## src/rtl/inst_boot_loader.sv

```systemverilog
// Boot loader: length-prefixed little-endian byte stream -> 32-bit instruction-memory writes; core held off until DONE.
// Write latency 1 cycle after the 4th byte; no stall on writes. Optional trailing XOR byte under INST_LOADER_CHECKSUM_EN.
module inst_boot_loader #(
    parameter int ADDR_W = 10
) (
    input  logic              clk,
    input  logic              rst,
    input  logic              start,
    input  logic              in_valid,
    input  logic [7:0]        in_data,
    output logic              in_ready,
    output logic              mem_we,
    output logic [ADDR_W-1:0] mem_addr,
    output logic [31:0]       mem_wdata,
    output logic              busy,
    output logic              done,
    output logic              err,
    output logic              core_enable
);

    localparam logic [31:0] MAX_WORDS = 32'd1 << ADDR_W;

`ifdef INST_LOADER_CHECKSUM_EN
    typedef enum logic [2:0] {S_IDLE, S_LEN0, S_LEN1, S_DATA, S_DONE, S_ERR, S_CHK} state_t;
    localparam state_t S_TAIL = S_CHK;
`else
    typedef enum logic [2:0] {S_IDLE, S_LEN0, S_LEN1, S_DATA, S_DONE, S_ERR} state_t;
    localparam state_t S_TAIL = S_DONE;
`endif

    state_t            state, state_nxt;
    logic [7:0]        len_lo;
    logic [15:0]       len;
    logic [ADDR_W:0]   word_idx;
    logic [1:0]        lane;
    logic [23:0]       word_buf;
    logic              xfer;
    logic              start_ok;
    logic              last_byte;
    logic [15:0]       len_in;
`ifdef INST_LOADER_CHECKSUM_EN
    logic [7:0]        chk_acc;
`endif

    assign len_in    = {in_data, len_lo};
    assign xfer      = in_valid & in_ready;
    assign last_byte = (lane == 2'd3) && ((32'(word_idx) + 32'd1) == 32'(len));

    always_ff @(posedge clk or posedge rst) begin
        if (rst) begin
            state <= S_IDLE;
        end else begin
            state <= state_nxt;
        end
    end

    always_comb begin
        state_nxt   = state;
        in_ready    = 1'b0;
        busy        = 1'b0;
        done        = 1'b0;
        err         = 1'b0;
        core_enable = 1'b0;
        start_ok    = 1'b0;
        case (state)
            S_IDLE: start_ok = start;
            S_LEN0: begin
                in_ready = 1'b1;
                busy     = 1'b1;
                if (in_valid) state_nxt = S_LEN1;
            end
            S_LEN1: begin
                in_ready = 1'b1;
                busy     = 1'b1;
                if (in_valid) begin
                    if (len_in == 16'd0)                state_nxt = S_TAIL;
                    else if (32'(len_in) > MAX_WORDS)   state_nxt = S_ERR;
                    else                                state_nxt = S_DATA;
                end
            end
            S_DATA: begin
                in_ready = 1'b1;
                busy     = 1'b1;
                // Leave on the handshake of the final byte; its write issues in the first tail cycle.
                if (in_valid && last_byte) state_nxt = S_TAIL;
            end
`ifdef INST_LOADER_CHECKSUM_EN
            S_CHK: begin
                in_ready = 1'b1;
                busy     = 1'b1;
                if (in_valid) state_nxt = (in_data == chk_acc) ? S_DONE : S_ERR;
            end
`endif
            S_DONE: begin
                done        = 1'b1;
                core_enable = 1'b1;
                start_ok    = start;
            end
            S_ERR: begin
                err      = 1'b1;
                start_ok = start;
            end
            default: state_nxt = S_IDLE;
        endcase
        if (start_ok) state_nxt = S_LEN0;
    end

    always_ff @(posedge clk or posedge rst) begin
        if (rst) begin
            len_lo    <= '0;
            len       <= '0;
            word_idx  <= '0;
            lane      <= '0;
            word_buf  <= '0;
            mem_we    <= 1'b0;
            mem_addr  <= '0;
            mem_wdata <= '0;
`ifdef INST_LOADER_CHECKSUM_EN
            chk_acc   <= '0;
`endif
        end else begin
            mem_we <= 1'b0;
            if (start_ok) begin
                word_idx <= '0;
                lane     <= '0;
`ifdef INST_LOADER_CHECKSUM_EN
                chk_acc  <= '0;
`endif
            end
            if (xfer) begin
                case (state)
                    S_LEN0: len_lo <= in_data;
                    S_LEN1: len    <= len_in;
                    S_DATA: begin
                        lane <= lane + 2'd1;
`ifdef INST_LOADER_CHECKSUM_EN
                        chk_acc <= chk_acc ^ in_data;
`endif
                        if (lane == 2'd3) begin
                            mem_we    <= 1'b1;
                            mem_addr  <= word_idx[ADDR_W-1:0];
                            mem_wdata <= {in_data, word_buf};
                            word_idx  <= word_idx + 1'b1;
                        end else begin
                            word_buf[{lane, 3'b000} +: 8] <= in_data;
                        end
                    end
                    default: ;
                endcase
            end
        end
    end

endmodule
```

## config.mk

```make
export PLATFORM = sky130hd
export DESIGN_NAME = inst_boot_loader
export DESIGN_NICKNAME = d
export VERILOG_FILES = /design/src/rtl/inst_boot_loader.sv
export SDC_FILE = /design/constraint.sdc
export NUM_CORES = 1
export LEC_CHECK = 0
export ABC_CLOCK_PERIOD_IN_PS = 5000
export CAP_MARGIN = 20
export CORE_MARGIN = 5
export CORE_UTILIZATION = 60
export CTS_BUF_LIST = sky130_fd_sc_hd__clkbuf_16
export CTS_CLUSTER_DIAMETER = 100
export DETAILED_ROUTE_END_ITERATION = 12
export PLACE_DENSITY = 0.89
export SLEW_MARGIN = 20
export SYNTH_ARGS = -nofsm -noshare
export SYNTH_HDL_FRONTEND = slang
export SYNTH_SLANG_ARGS = --single-unit
```

## constraint.sdc

```tcl
create_clock -name clk -period 5 [get_ports clk]
set_input_delay 0.75 -clock clk [delete_from_list [all_inputs] [get_ports clk]]
set_output_delay 0.75 -clock clk [all_outputs]
set_load 0.01 [all_outputs]
```

==> impl_metrics.json <==
{
  "total_leakage_power_uw": 0.00264,
  "dp_hpwl_um": 7560,
  "crit_chain": "inv_1 -> nand2_1 -> nor2_1 -> clkdlybuf4s50_1",
  "vdd_drop_max_mv": 0.305,
  "crit_buf_inv": 2,
  "vias": 3924,
  "pwr-share-comb_pct": 27.9,
  "overflow": 0,
  "drt_iter0_drc": 447,
  "crit_required_ps": 4250,
  "final-hold-violation-count": 0,
  "ys_seq_area_share_pct": 55.7,
  "clkTransAtPathRegs_ps": 70,
  "n_antenna_cell": 0,
  "grt_pass1_wl_um": 19400,
  "die_h_um": 99.5,
  "worst_path_max_delay_cell": "clkdlybuf4s50_1",
  "htreeDepth": 3,
  "layout_common_cells": "nand2_1 (195), dfrtp_1 (107), clkdlybuf4s50_1 (59)",
  "worstSkewPairLatency_ps": 350,
  "fin_skew_ps": 6.89,
  "dpl_cell_area_mm2": 0.00543,
  "root_buffer": "clkbuf_16",
  "internal-power_uw": 1740,
  "drv_cap": 0,
  "pre_cts_ws_ps": 2200,
  "netlist_top_cells_area": "dfrtp_1 (56%), nand2_1 (15%), mux2_2 (5.4%)",
  "drt-wirelength-per-cell_um": 17.5,
  "startpoint_type": "flip-flop",
  "worstMarginPinSlew_ps": 1050,
  "ctsResizeCount": 0,
  "cts_hold_buf": 0,
  "cts_tree": "done",
  "ys_types": 48,
  "synthToLayoutAreaGrowth_pct": 18.7,
  "die_area_mm2": 0.00990,
  "critical_path_arrival_ps": 2140,
  "cp_slowest_stage_delay_ps": 620,
  "max_slew_margin_pct": 29.8,
  "worst_slack_ps": 2110,
  "path_delay_family": "buffers and inverters",
  "seq_power_share_pct": 46.6,
  "synthCells": 511,
  "path_max_fanout": 9,
  "netlist_area_mm2": 0.00480,
  "grt_use_total_pct": 24.7,
  "p_per_area_mw_per_mm2": 461,
  "fp.dieW_um": 99.5,
  "route.detailed.drc": 0,
  "final_area_mm2": 0.00570,
  "clock_path_buffers": 2,
  "wl_um": 11600,
  "final_common_cell": "nand2_1",
  "grt_max_degree": 74,
  "crit_type": "reg -> out",
  "pwr-share-clk_pct": 25.4,
  "post-synth-top-area-cell": "dfrtp_1",
  "yosysTopAreaCellShare_pct": 55.7,
  "detail-route-antenna-nets": 0,
  "post-route-min-period_ps": 2890,
  "slew_viol_final": 0,
  "synth_edf_count": 0,
  "start_util_pct": 61.9,
  "dp_cells": 646,
  "std_cell_rows": 32,
  "cp-end-kind": "output port",
  "syn-num-nets": 529,
  "dr.pass1.iters": 5,
  "p_sw_uw": 895,
  "tns_ps": 0,
  "clock.fmax_ghz": 0.346,
  "p_sw_share_pct": 34.0,
  "syn_avg_cell_area_um2": 9.40,
  "yosysWarnings": 0,
  "hold_slack_ps": 472,
  "setup_viol": 0,
  "hold_class": "reg -> reg",
  "status": "finished clean",
  "rsz0062_at_grt": "no",
  "post_cts_buffers": 0,
  "core_mm2": 0.00777,
  "clkSinkCount": 107,
  "async_flop_share_pct": 100,
  "final_nets": 573,
  "viasPerCell": 5.93,
  "io_pins": 60,
  "final_cells": 662,
  "layout-drive-gt1-share_pct": 8.93,
  "antenna_found_initial": 0,
  "grt_pass1_vias": 3817,
  "fin_crit_sh_pct": 57.7,
  "ys.flop_type": "dfrtp_1",
  "portBuffers": 59,
  "cts_buffers": 9,
  "place_congestion": 0.943,
  "synth-seq-cells": 107
}
==> sequential cells by signal, summed over array words and instances (netlist names) <==
name and cells:
mem_wdata 32, word_buf 24, len 16, word_idx 11
mem_addr 10, len_lo 8, state 3, lane 2
mem_we 1
==> cell families (layout without fill, tap and decap cells) <==
group                      after synthesis  count (layout)  share of synthesized area (%)
AOI/OAI and AO/OA                       63              63                           7.68
muxes                                   24              24                           5.60
adders and majority gates                6               6                           1.56
buffers and inverters                   38              87                           3.36
xor gates and xnor gates                19              19                           3.75
and+or+nand+nor                        254             254                           22.3
DFF                                    107             107                           55.7
==> metal layers <==
metal,global-route usage [%],share of wire (%),vias up
li1,-,-,1776
met1,34.2,40,1891
met2,39.5,49,227
met3,5.33,9.0,30
met4,7.77,1.8,0
met5,0,0,-
==> area by class of cell <==
cell class	count	area, µm²
sequential	107	2680
fill	521	2060
multi-input combinational	366	1970
timing repair buffer	62	613
clock buffer	9	225
tap	102	128
clock inverter	7	53.8
inverter	9	36.3
==> final timing paths <==
path	from	endpoint	slack (ps)	cells after the start
worst max-delay path	state[1]	core_enable	2110	4
worst min-delay path	word_buf[0]	mem_wdata[0]	470	2
worst max register to register	word_idx[0]	state[1]	2470	7
worst min register to register	word_buf[0]	mem_wdata[0]	470	2
max in group asynchronous	rst	mem_wdata[4]	3070	3
min in group asynchronous	rst	mem_addr[0]	950	2
==> worst reg2reg max path, cell delays in order, from the launching register on <==
cell     delay, ps
dfrtp_1        570
ha_1           420
nand2_1        210
nor4_2         280
xnor2_1        180
nor4_2         360
nand4_1        190
o21a_1         210
==> cell usage after synthesis, types with 2 or more instances <==
library cell,number
xnor2_1,10
buf_4,2
ha_1,6
nor2b_1,2
nor3_1,4
nand3_1,12
nor4_1,3
a31oi_1,3
buf_1,4
dfrtp_1,107
or4_1,3
and2_1,2
a21oi_1,6
a211oi_1,2
buf_2,8
nand4_1,5
mux2_2,23
nor2_1,15
nor3b_1,3
xor2_1,8
nand2_1,195
nor4_2,2
o21ai_0,40
clkbuf_1,14
inv_1,9
==> metrics by stage <==
step           util [%]  total power, µW
2_1_floorplan         -             1680
3_3_place_gp       69.8             1900
3_5_place_dp       69.8             1940
4_1_cts            73.4             2620
5_1_grt            73.4             2760
6_report           73.4             2630
==> power groups by stage <==
stage	registers, µW	clock network (µW)	logic, µW
floorplan	1180	0	499
global placement	1220	0	681
detailed placement	1230	0	707
CTS	1220	674	730
global route	1250	710	806
finish	1230	669	735
(Power assumes the default switching activity.)
